## src/rtl/branch_trace_driver.sv

```systemverilog
// Replays a stored (addr, outcome) trace to a branch predictor one entry per clock and tallies hits/misses.
// Latency: issue registered, PREDICTION compared on the edge ending the issue cycle; no backpressure, free-running once started.
module branch_trace_driver #(
  parameter int DEPTH  = 16,
  parameter int IDX_W  = 4,
  parameter int ADDR_W = 3,
  parameter int CNT_W  = 16
) (
  input  logic              CLOCK,
  input  logic              INIT,
  input  logic              LOAD_EN,
  input  logic [IDX_W-1:0]  LOAD_IDX,
  input  logic [ADDR_W-1:0] LOAD_ADDR,
  input  logic              LOAD_OUTCOME,
  input  logic [IDX_W:0]    LENGTH,
  input  logic [3:0]        REPEAT,
  input  logic              START,
  input  logic              PREDICTION,
  output logic [ADDR_W-1:0] ADDR,
  output logic              OUTCOME,
  output logic              VALID,
  output logic              BUSY,
  output logic              DONE,
  output logic [CNT_W-1:0]  HITS,
  output logic [CNT_W-1:0]  MISS_COUNT,
  output logic [CNT_W-1:0]  ISSUED
);

  typedef enum logic [1:0] {
    IDLE = 2'd0,
    RUN  = 2'd1,
    FIN  = 2'd2
  } state_t;

  localparam logic [IDX_W:0] DEPTH_L = (IDX_W + 1)'(DEPTH);

  state_t state, state_nxt;

  logic [ADDR_W-1:0] mem_addr [DEPTH];
  logic              mem_out  [DEPTH];

  logic [IDX_W:0]   len_q;
  logic [3:0]       rep_q;
  logic [IDX_W-1:0] ptr;
  logic [3:0]       pass_q;

  logic [IDX_W:0]    eff_len;
  logic [3:0]        eff_rep;
  logic              wr_en;
  logic              start_ok;
  logic              start_run;
  logic              last_in_pass;
  logic              last_pass;
  logic              last_issue;
  logic [IDX_W-1:0]  ptr_nxt;
  logic [IDX_W-1:0]  rd_idx;
  logic [ADDR_W-1:0] rd_addr;
  logic              rd_out;

  function automatic logic [CNT_W-1:0] sat_inc(input logic [CNT_W-1:0] v);
    return (&v) ? v : v + 1'b1;
  endfunction

  always_comb begin
    eff_len      = (LENGTH > DEPTH_L) ? DEPTH_L : LENGTH;
    eff_rep      = (REPEAT == 4'd0) ? 4'd1 : REPEAT;
    wr_en        = LOAD_EN && (state != RUN);
    start_ok     = START && (state != RUN);
    start_run    = start_ok && (eff_len != '0);
    last_in_pass = ({1'b0, ptr} == (len_q - 1'b1));
    last_pass    = (pass_q == (rep_q - 4'd1));
    last_issue   = last_in_pass && last_pass;
    ptr_nxt      = last_in_pass ? '0 : ptr + 1'b1;
    rd_idx       = (state == RUN) ? ptr_nxt : '0;
    // A load landing on the same edge as START must be seen by the first issue.
    if (wr_en && (LOAD_IDX == rd_idx)) begin
      rd_addr = LOAD_ADDR;
      rd_out  = LOAD_OUTCOME;
    end else begin
      rd_addr = mem_addr[rd_idx];
      rd_out  = mem_out[rd_idx];
    end
  end

  always_comb begin
    state_nxt = state;
    case (state)
      IDLE, FIN: begin
        if (start_ok) state_nxt = start_run ? RUN : FIN;
      end
      RUN: begin
        if (last_issue) state_nxt = FIN;
      end
      default: state_nxt = IDLE;
    endcase
  end

  always_ff @(posedge CLOCK or negedge INIT) begin
    if (!INIT) state <= IDLE;
    else       state <= state_nxt;
  end

  assign BUSY = (state == RUN);
  assign DONE = (state == FIN);

  always_ff @(posedge CLOCK or negedge INIT) begin
    if (!INIT) begin
      for (int i = 0; i < DEPTH; i++) begin
        mem_addr[i] <= '0;
        mem_out[i]  <= 1'b0;
      end
      len_q      <= '0;
      rep_q      <= '0;
      ptr        <= '0;
      pass_q     <= '0;
      ADDR       <= '0;
      OUTCOME    <= 1'b0;
      VALID      <= 1'b0;
      HITS       <= '0;
      MISS_COUNT <= '0;
      ISSUED     <= '0;
    end else begin
      if (wr_en) begin
        mem_addr[LOAD_IDX] <= LOAD_ADDR;
        mem_out[LOAD_IDX]  <= LOAD_OUTCOME;
      end
      if (state == RUN) begin
        // The predictor answers combinationally on the issued address, so score it now.
        if (VALID) begin
          ISSUED <= sat_inc(ISSUED);
          if (PREDICTION == OUTCOME) HITS       <= sat_inc(HITS);
          else                       MISS_COUNT <= sat_inc(MISS_COUNT);
        end
        if (last_issue) begin
          VALID <= 1'b0;
        end else begin
          ADDR    <= rd_addr;
          OUTCOME <= rd_out;
          VALID   <= 1'b1;
          ptr     <= ptr_nxt;
          if (last_in_pass) pass_q <= pass_q + 4'd1;
        end
      end else if (start_ok) begin
        HITS       <= '0;
        MISS_COUNT <= '0;
        ISSUED     <= '0;
        ptr        <= '0;
        pass_q     <= '0;
        len_q      <= eff_len;
        rep_q      <= eff_rep;
        if (start_run) begin
          ADDR    <= rd_addr;
          OUTCOME <= rd_out;
          VALID   <= 1'b1;
        end
      end
    end
  end

endmodule

```

## config.mk

```make
export PLATFORM = sky130hd
export DESIGN_NAME = branch_trace_driver
export DESIGN_NICKNAME = d
export VERILOG_FILES = /design/src/rtl/branch_trace_driver.sv
export SDC_FILE = /design/constraint.sdc
export NUM_CORES = 1
export LEC_CHECK = 0
export ABC_CLOCK_PERIOD_IN_PS = 2700
export CORE_MARGIN = 2
export CORE_UTILIZATION = 40
export DETAILED_ROUTE_END_ITERATION = 10
export GPL_ROUTABILITY_DRIVEN = 0
export HOLD_SLACK_MARGIN = 0.06
export PLACE_DENSITY = 0.72
export REMOVE_ABC_BUFFERS = 1
export SETUP_SLACK_MARGIN = 0.5
export SLEW_MARGIN = 10
export SYNTH_ARGS = -nofsm -noshare
export SYNTH_HDL_FRONTEND = slang
export SYNTH_SLANG_ARGS = --single-unit
```

## constraint.sdc

```tcl
create_clock -name CLOCK -period 2.7 [get_ports CLOCK]
set_input_delay 0.54 -clock CLOCK [delete_from_list [all_inputs] [get_ports CLOCK]]
set_output_delay 0.54 -clock CLOCK [all_outputs]
set_load 0.02 [all_outputs]
```

==> out/qor.csv, run 1 <==
metric,value,unit
dieArea,18100,sq um
dieWidth,135,um
synthArstFlopShare,100,%
worst-path-max-fanout,8,
timing.final.crit_period,2.29,ns
cts_sinks,136,
ys_seq_elements,136,
power_density,971,nW/um^2
fin_hold_ws,0.0599,ns
r2r-start,len_q[1],
fmax,436,MHz
timing.setup.tns,0,ns
start_util,41.0,%
grt_max_degree,58,
netlist_area,6830,sq um
critPathLaunchType,flip-flop,
dp_hpwl,11.1,mm
cts_tree,yes,
hold_violations,0,
grt-ovfl-total,0,
post-route-period-util,85.0,%
placementRows,47,
drtPass1Iterations,5,
nNetsFinal,785,
initialDrtViolationCount,347,
grt_pass1_wl,27.4,mm
area_delta_synth_final,31.3,%
final_antenna_net_count,0,
htree_levels,4,
arrival,2.66,ns
setup_violations,0,
rsz0062_at_grt,yes,
viasPerCell,5.45,
ir_worst_vdd,0.661,mV
route.detailed.drc,0,
final.fill_count,1438,
syn_avg_cell_area,10.6,sq um
hp-class,in -> async,
totalWireLength,17.0,mm
crit_type,reg -> reg,
grtUsageTotal,19.2,%
cts.root.buffer_cell,clkbuf_16,
clkLatencyLatePin,0.43,ns
ys_seq_area_share,49.8,%
ys_types,57,
final-seq-area,3410,sq um
reg2regPathDepth,9,
ys.flop_type,dfrtp_1,
relSlewSlack,52.1,%
r2r_end,ADDR[2],
final_layout_size_suffix_gt1_share,24.3,%
cts_hold_buf,0,
syn_inst,645,
multiInputGateArea,3450,sq um
num_io_pins,77,
drt-wirelength-per-cell,17.2,um
end_kind,flip-flop,
cts_inserted_buffers,17,
maxSlewViolCount,0,
rrSetupSlack,0.41,ns
status,finished clean,
path_clk_slew,0.06,ns
skew,0.00944,ns
yosys_warnings,0,
tightest_slew,0.716,ns
required,3.07,ns
fp.dieH,135,um
grt_pass1_vias,5306,
cap_viol_max_count,0,
diodes,0,
leakagePower,3.88,nW
synth_enable_flop_cells,0,
cts_buffer_depth,2,
antenna_found_initial,0,
vias,5387,
port_buffers,76,
core,16600,sq um
-- stage by stage --
stage / cells / setup WS (ns) / instance area [sq um] / total power [W] / utilization [%]
finish: 989 / 0.405 / 8970 / 0.00871 / 53.9
detailed placement: 933 / 0.237 / 7910 / 0.00557 / 47.5
global route: 989 / 0.312 / 8970 / 0.00918 / 53.9
floorplan: 616 / -0.283 / 6700 / 0.00459 / -
global placement: 933 / 0.311 / 7910 / 0.00550 / 47.5
CTS: 975 / 0.407 / 8700 / 0.00832 / 52.3
-- flip-flops by register name, indices dropped and copies added (netlist names) --
name	flops
mem_addr	48
HITS	16
ISSUED	16
MISS_COUNT	16
mem_out	16
len_q	5
pass_q	4
ptr	4
rep_q	4
ADDR	3
state	2
OUTCOME	1
VALID	1
-- critical path, cell delays in order (launching register included) --
cell,delay (ns)
dfrtp_1,0.41
inv_2,0.09
ha_4,0.21
xnor2_4,0.15
nor3_4,0.29
a31oi_4,0.21
nand2_4,0.16
nand2_1,0.12
o41ai_1,0.39
o32a_1,0.19
-- cells in the mapped netlist, types with 9 or more instances --
| cell | instances | area share, % |
|---|---|---|
| inv_1 | 13 | 0.71 |
| nand2_1 | 82 | 4.5 |
| clkbuf_1 | 20 | 1.1 |
| mux2_2 | 58 | 9.6 |
| and3_1 | 9 | 0.82 |
| xnor2_1 | 23 | 2.9 |
| o21ai_0 | 24 | 1.8 |
| nand3_1 | 21 | 1.5 |
| nor3_1 | 15 | 1.1 |
| nor2_1 | 63 | 3.5 |
| xor2_1 | 30 | 3.8 |
| a21oi_1 | 17 | 1.2 |
| nand4_1 | 13 | 1.2 |
| mux2i_1 | 10 | 1.5 |
| dfrtp_1 | 136 | 50 |
-- per-layer routing --
metal	GRT usage, %	vias up	part of all wire [%]
met3	4.99	17	5.7
met4	5.32	0	0.89
li1	-	2495	-
met2	29.8	191	48
met1	26.8	2684	45
met5	0	-	0
-- cells in the final DEF (no fill, tap or decap), drive strengths merged, types with 3 or more instances in the layout --
| cell type | instances |
|---|---|
| a21oi | 17 |
| bufinv | 4 |
| and4 | 4 |
| a31oi | 5 |
| ha | 7 |
| dfrtp | 136 |
| nor3 | 17 |
| nand2b | 4 |
| o21ai | 25 |
| clkinvlp | 5 |
| o211ai | 4 |
| or3 | 8 |
| xnor2 | 23 |
| nand3b | 4 |
| clkbuf | 19 |
| xor2 | 30 |
| nand3 | 21 |
| clkdlybuf4s50 | 72 |
| nor2 | 63 |
| o221ai | 3 |
| a22o | 3 |
| mux2i | 10 |
| a211oi | 5 |
| inv | 16 |
| mux2 | 58 |
| mux4 | 8 |
| and2 | 6 |
| nand2 | 85 |
| and3 | 9 |
| nor2b | 8 |
| buf | 46 |
| nand4 | 13 |
-- timing repair --
action | 4_1_cts | 5_1_grt
pin swaps | 6 | 16
hold endpoints to repair | 0 | 0
endpoints found under the setup margin | 27 | 41
resized for setup | 16 | 38
buffers inserted | 10 | 14
cloned | 0 | 0
-- worst max-delay path by stage --
| stage | startpoint | slack (ns) | to | cells after the start |
|---|---|---|---|---|
| after floorplan | ptr[0] | -0.28 | ADDR[2] | 6 |
| after global placement | len_q[0] | 0.31 | ADDR[1] | 9 |
| after detailed placement | len_q[0] | 0.24 | ADDR[2] | 9 |
| after CTS | len_q[0] | 0.41 | ADDR[1] | 10 |
| after global routing | len_q[1] | 0.31 | ADDR[1] | 10 |
| final | len_q[1] | 0.41 | ADDR[2] | 9 |
-- report_power, final --
group / internal, W / total [W] / switching, W
Clock: 0.00160 / 0.00254 / 0.000936
Combinational: 0.00159 / 0.00330 / 0.00170
Sequential: 0.00249 / 0.00287 / 0.000383
-- area by class of cell --
| class | instances | share of cell area (%) |
|---|---|---|
| Sequential cell | 136 | 38.0 |
| Clock inverter | 13 | 2.15 |
| Inverter | 14 | 0.642 |
| Timing Repair Buffer | 121 | 12.6 |
| Multi-Input combinational cell | 466 | 38.5 |
| Clock buffer | 19 | 5.05 |
| Tap cell | 220 | 3.07 |
-- kinds of logic (layout without fill, tap and decap cells) --
group,after synthesis,in the layout,share of synthesized area (%)
and+or+nand+nor,248,248,17.2
DFF,136,136,49.8
AOI/OAI and AO/OA,81,81,8.21
muxes,76,76,13.7
xor gates and xnor gates,54,54,7.15
buffers and inverters,43,167,2.67
adders and majority gates,7,7,1.28
(Power assumes the default switching activity.)
==> run 2: changes to the inputs <==
- ABC_CLOCK_PERIOD_IN_PS: 2700 -> 2100
- PLACE_DENSITY: 0.72 -> 0.74
- clock period: 2.7 -> 2.1 ns (I/O delays scaled with it)
==> run 2 against run 1 <==
Final area increased by 20%. Sequential share of layout area decreased by 6.3 points. The flow now finishes with violations (setup timing). Highest routed layer unchanged. Combinational power increased by 82%. Largest cell class unchanged.
==> out/qor.csv, run 2 (synthesis gave the netlist of run 1 again) <==
metric,value,unit,change
worst-path-max-fanout,8,,unchanged
violations,setup timing,,
final_layout_size_suffix_gt1_share,49.8,%,was 24.3%
grt_max_degree,49,,was 58
core,16600,sq um,unchanged
final_antenna_net_count,0,,unchanged
fmax,456,MHz,was 436 MHz
clkLatencyLatePin,0.44,ns,was 0.43 ns
post-route-period-util,104,%,was 85.0%
cts.root.buffer_cell,clkbuf_16,,unchanged
grt_pass1_vias,6233,,was 5306
dp_hpwl,12.0,mm,was 11.1 mm
reg2regPathDepth,8,,was 9
r2r-start,len_q[0],,was len_q[1]
fin_hold_ws,0.404,ns,was 0.0599 ns
grtUsageTotal,23.8,%,was 19.2%
p_comb_share,47.1,%,was 37.9%
rrSetupSlack,-0.09,ns,was 0.41 ns
swShare,35.3,%,was 34.7%
totalWireLength,21.9,mm,was 17.0 mm
setup_ws,-0.0915,ns,was 0.405 ns
status,"finished, violations left",,was finished clean
grt_pass1_wl,33.5,mm,was 27.4 mm
layout_common_cells,"128 x dfrtp_1, 92 x buf_4, 58 x mux2_4",,"was 132 x dfrtp_1, 80 x nand2_1, 72 x clkdlybuf4s50_1"
rsz0062_at_grt,yes,,unchanged
r2r_end,ADDR[2],,unchanged
switchingPower,0.00449,W,was 0.00302 W
cts_buffer_depth,2,,unchanged
cap_viol_max_count,0,,unchanged
path_clk_slew,0.06,ns,about the same
crit_type,reg -> reg,,unchanged
timing.final.crit_period,2.19,ns,was 2.29 ns
dieWidth,135,um,unchanged
viasPerCell,5.52,,was 5.45
required,2.42,ns,was 3.07 ns
power_report.internal_total,0.00822,W,was 0.00569 W
drtPass1Iterations,5,,unchanged
ir_worst_vdd,0.834,mV,was 0.661 mV
setup_violations,6,,was 0
nNetsFinal,892,,was 785
seq_power_share,29.1,%,was 33.0%
arrival,2.51,ns,was 2.66 ns
route.detailed.drc,0,,unchanged
cts_sinks,136,,unchanged
initialDrtViolationCount,419,,was 347
cts_inserted_buffers,17,,unchanged
layout_commonest_cell,dfrtp_1,,unchanged
leakagePower,4.95,nW,was 3.88 nW
end_kind,flip-flop,,unchanged
final_area,10800,sq um,was 8970 sq um
tightest_slew,0.661,ns,was 0.716 ns
vias,6035,,was 5387
pwr-share-clk,23.7,%,was 29.2%
cts_tree,yes,,unchanged
skew,0.00876,ns,was 0.00944 ns
htree_levels,4,,unchanged
place_area,8410,sq um,was 7910 sq um
hold_violations,0,,unchanged
dieArea,18100,sq um,unchanged
fp.dieH,135,um,unchanged
port_buffers,76,,unchanged
drt-wirelength-per-cell,20.0,um,was 17.2 um
placementRows,47,,unchanged
critPathLaunchType,flip-flop,,unchanged
maxSlewViolCount,0,,unchanged
relSlewSlack,55.8,%,was 52.1%
grt-ovfl-total,0,,unchanged
num_io_pins,77,,unchanged
antenna_found_initial,0,,unchanged
power_density,1180,nW/um^2,was 971 nW/um^2
hp-class,in -> async,,unchanged
area_delta_synth_final,57.5,%,was 31.3%
diodes,0,,unchanged
largest_reg_flops,48,,unchanged
post-place-ws,-0.165,ns,was 0.237 ns
start_util,41.0,%,unchanged
regMostFlops,mem_addr,,unchanged
-- run 2: changes by cell type in the layout (fill, tap and decap cells not counted), moves of 12 or more --
cell,delta
buf_2,+18
clkdlybuf4s50_1,-52
nand2_1,-29
buf_6,+49
nand3_1,-12
mux2_2,-58
nand2_2,+17
clkdlybuf4s15_2,+13
mux2_4,+58
buf_4,+52
-- run 2: critical path, stage by stage (launching register included) --
cell,delay [ns]
dfrtp_1,0.40
inv_2,0.09
ha_4,0.22
xnor2_4,0.15
nor3_4,0.28
a31oi_4,0.21
a32oi_2,0.24
a311oi_2,0.13
o32a_1,0.35
-- run 2: worst max path at each step --
stage                to  slack (ns)        from
2_1_floorplan   ADDR[2]       -0.88      ptr[0]
6_report        ADDR[2]       -0.09    len_q[0]
3_3_place_gp   HITS[15]       -0.12  PREDICTION
5_1_grt         ADDR[0]       -0.19    len_q[0]
4_1_cts         ADDR[2]       -0.12    len_q[1]
3_5_place_dp   state[1]       -0.17   LENGTH[1]
-- run 2: power by group through the flow --
stage | Sequential, W | Clock (W) | Combinational, W
5_1_grt | 0.00376 | 0.00316 | 0.00636
2_1_floorplan | 0.00372 | 0 | 0.00218
6_report | 0.00370 | 0.00302 | 0.00599
3_5_place_dp | 0.00363 | 0 | 0.00393
3_3_place_gp | 0.00361 | 0 | 0.00385
4_1_cts | 0.00364 | 0.00303 | 0.00532
-- run 2: final cells by class --
type	instances	area [sq um]
timing repair buffer	228	2090
clock inverter	7	92.6
clock buffer	23	498
multi-input combinational	466	4340
sequential	136	3410
tap	220	275
inverter	14	55.1
fill	1142	5880
-- run 2: repair_timing --
| item | 4_1_cts | 5_1_grt |
|---|---|---|
| pin swaps | 71 | 55 |
| endpoints found under the setup margin | 181 | 156 |
| buffers inserted | 37 | 27 |
| cloned | 3 | 0 |
| hold endpoints to repair | 18 | 0 |
| resized for setup | 397 | 113 |
| hold buffers | 1 | 0 |
-- run 2: routing by layer --
| layer | global-route usage [%] | wire length, um | part of all wire [%] | up-vias |
|---|---|---|---|---|
| met5 | 0 | 0 | 0 | - |
| met4 | 7.13 | 430 | 2.0 | 0 |
| met3 | 5.41 | 1310 | 6.0 | 49 |
| met2 | 40.4 | 11000 | 50 | 229 |
| met1 | 30.5 | 9150 | 42 | 3053 |
| li1 | - | - | - | 2704 |
-- run 2: stage by stage --
stage               util (%)  power (W)  cells  TNS [ns]
floorplan                  -    0.00590    616    -15.93
global placement        50.5    0.00745    996     -2.08
detailed placement      50.5    0.00756    996     -3.54
CTS                     61.5     0.0120   1067    -0.531
global route            64.6     0.0133   1094     -1.22
finish                  64.6     0.0127   1094    -0.347
==> run 3: changes to the inputs <==
- ABC_CLOCK_PERIOD_IN_PS: 2100 -> not set
- RECOVER_POWER: not set -> 100
- clock period: 2.1 -> 1.86 ns (I/O delays scaled with it)
==> run 3 against run 2 <==
Highest routed layer unchanged. Non-clock buffer count rose by 53. Cell count increased by 5.0%. Combinational power up 12%. Critical endpoint is now ADDR[1]. Die area unchanged. The flow still finishes with violations (setup timing). Largest cell class unchanged. Clock skew is 0.0032 ns higher. Total power rose by 14%. Hold slack gained 0.10 ns. Critical path type unchanged. Final area increased by 3.0%.
==> out/qor.csv, run 3 (synthesis gave the netlist of run 1 again) <==
metric,value,unit,change
final_layout_size_suffix_gt1_share,48.1,%,was 49.8%
vias,6461,,was 6035
setup_violations,114,,was 6
area_delta_synth_final,62.2,%,was 57.5%
cts_inserted_buffers,17,,unchanged
initialDrtViolationCount,473,,was 419
r2r_end,ADDR[1],,was ADDR[2]
layout_commonest_cell,dfrtp_1,,unchanged
path_clk_slew,0.06,ns,about the same
min_to,rep_q[3],,
status,"finished, violations left",,unchanged
nNetsFinal,946,,was 892
critPathTopFamily,compound AO/OA/AOI/OAI gates,,unchanged
arrival,2.67,ns,was 2.51 ns
power_density,1300,nW/um^2,was 1180 nW/um^2
cts.root.buffer_cell,clkbuf_16,,unchanged
viasPerCell,5.62,,was 5.52
layout_common_cells,"134 x dfrtp_1, 107 x buf_4, 89 x buf_6",,"was 128 x dfrtp_1, 92 x buf_4, 58 x mux2_4"
totalWireLength,24.3,mm,was 21.9 mm
maxSlewViolCount,0,,unchanged
dp_hpwl,12.2,mm,was 12.0 mm
antenna_found_initial,0,,unchanged
violations,setup timing,,unchanged
crit_type,reg -> reg,,unchanged
rrSetupSlack,-0.44,ns,was -0.09 ns
leakagePower,5.04,nW,was 4.95 nW
tightest_slew,0.998,ns,was 0.661 ns
reg2regPathDepth,11,,was 8
cp_num_buf_inv,3,,was 1
end_kind,flip-flop,,unchanged
hold_depth,2,,
timing.final.crit_period,2.30,ns,was 2.19 ns
fmax,435,MHz,was 456 MHz
grt_max_degree,64,,was 49
port_buffers,76,,unchanged
htree_levels,4,,unchanged
final.fill_count,1148,,was 1142
fp.dieH,135,um,unchanged
cts_buffer_depth,2,,unchanged
final_util,66.6,%,was 64.6%
post-place-ws,-0.480,ns,was -0.165 ns
required,2.23,ns,was 2.42 ns
clkLatencyLatePin,0.44,ns,about the same
grtUsageTotal,23.8,%,about the same
hold_violations,0,,unchanged
start_util,41.0,%,unchanged
route.detailed.drc,0,,unchanged
critPathLaunchType,flip-flop,,unchanged
crit_path_max_incr_delay,0.40,ns,about the same
final_antenna_net_count,0,,unchanged
post-route-period-util,124,%,was 104%
total_power,0.0144,W,was 0.0127 W
drt-wirelength-per-cell,21.1,um,was 20.0 um
drtPass1Iterations,6,,was 5
timing.setup.tns,-14.69,ns,was -0.347 ns
grt_pass1_wl,33.6,mm,was 33.5 mm
setup_ws,-0.440,ns,was -0.0915 ns
core,16600,sq um,unchanged
crit_top_cell,buf_6,,
hold_start,rep_q[3],,
grt-ovfl-total,0,,unchanged
rsz0062_at_grt,yes,,unchanged
r2r-start,len_q[0],,unchanged
crit_path_cell_trace,inv_2 > ha_4 > xnor2_4 > nor3_4 > buf_6 > a31oi_4 > buf_6 > mux2i_1 > a221o_1 > a21oi_2 > o22a_1,,was inv_2 > ha_4 > xnor2_4 > nor3_4 > a31oi_4 > a32oi_2 > a311oi_2 > o32a_1
regMostFlops,mem_addr,,unchanged
worst-path-max-fanout,5,,was 8
ir_worst_vdd,1.10,mV,was 0.834 mV
skew,0.0120,ns,was 0.00876 ns
hp-class,reg -> reg,,was in -> async
dieWidth,135,um,unchanged
largest_reg_flops,48,,unchanged
dieArea,18100,sq um,unchanged
placementRows,47,,unchanged
crit_slowest_cell,dfrtp_1,,unchanged
grt_pass1_vias,6484,,was 6233
cts_sinks,136,,unchanged
diodes,0,,unchanged
cts_tree,yes,,unchanged
relSlewSlack,33.5,%,was 55.8%
cap_viol_max_count,0,,unchanged
num_io_pins,77,,unchanged
-- run 3: final cells by class --
type | count | area [sq um] | share of cell area (%)
clock buffers | 18 | 429 | 3.87
clock inverters | 13 | 180 | 1.63
inverters | 14 | 55.1 | 0.497
multi-input cells | 467 | 4370 | 39.5
flip-flops and latches | 136 | 3410 | 30.7
well taps | 220 | 275 | 2.48
repair buffers | 281 | 2360 | 21.3
-- run 3: worst max-delay path by stage --
stage          endpoint  cells past startpoint  startpoint  slack [ns]
6_report        ADDR[1]                     11    len_q[0]       -0.44
3_3_place_gp   HITS[15]                      8  PREDICTION       -0.46
5_1_grt         ADDR[1]                     11    len_q[1]       -0.53
2_1_floorplan   ADDR[2]                      6      ptr[0]       -1.12
3_5_place_dp    HITS[5]                      8  PREDICTION       -0.48
4_1_cts         ADDR[0]                     11    len_q[0]       -0.29
-- run 3: metrics by stage --
step | cells | cell area [sq um] | hold WS (ns)
2_1_floorplan | 616 | 6700 | 0.0764
3_3_place_gp | 1033 | 8660 | 0.218
3_5_place_dp | 1033 | 8660 | 0.218
4_1_cts | 1102 | 10500 | 0.335
5_1_grt | 1149 | 11100 | 0.518
6_report | 1149 | 11100 | 0.506
-- run 3: what timing repair did --
item                                    CTS  global route
endpoints found under the setup margin  191           191
gates cloned                              1             2
hold buffers                              1             0
gates resized for setup                 528           173
pin swaps                                67            73
buffers inserted                         36            45
endpoints found under the hold margin    22             0
-- run 3: worst reg2reg max path, cell delays in order (launching register included) --
cell     delay, ns
dfrtp_1       0.40
inv_2         0.08
ha_4          0.21
xnor2_4       0.13
nor3_4        0.20
buf_6         0.15
a31oi_4       0.14
buf_6         0.16
mux2i_1       0.13
a221o_1       0.32
a21oi_2       0.17
o22a_1        0.13
-- run 3: metal layers --
| layer | GRT usage, % | vias up | wire, um |
|---|---|---|---|
| li1 | - | 2825 | - |
| met1 | 30.3 | 3259 | 9420 |
| met2 | 40.4 | 307 | 12500 |
| met3 | 4.88 | 70 | 1460 |
| met4 | 8.19 | 0 | 875 |
| met5 | 0 | - | 0 |
-- run 3: report_power, final --
group	leakage [nW]	switching, W	internal (W)
Clock	0.292	0.00134	0.00222
Sequential	1.80	0.000540	0.00361
Combinational	2.95	0.00336	0.00336
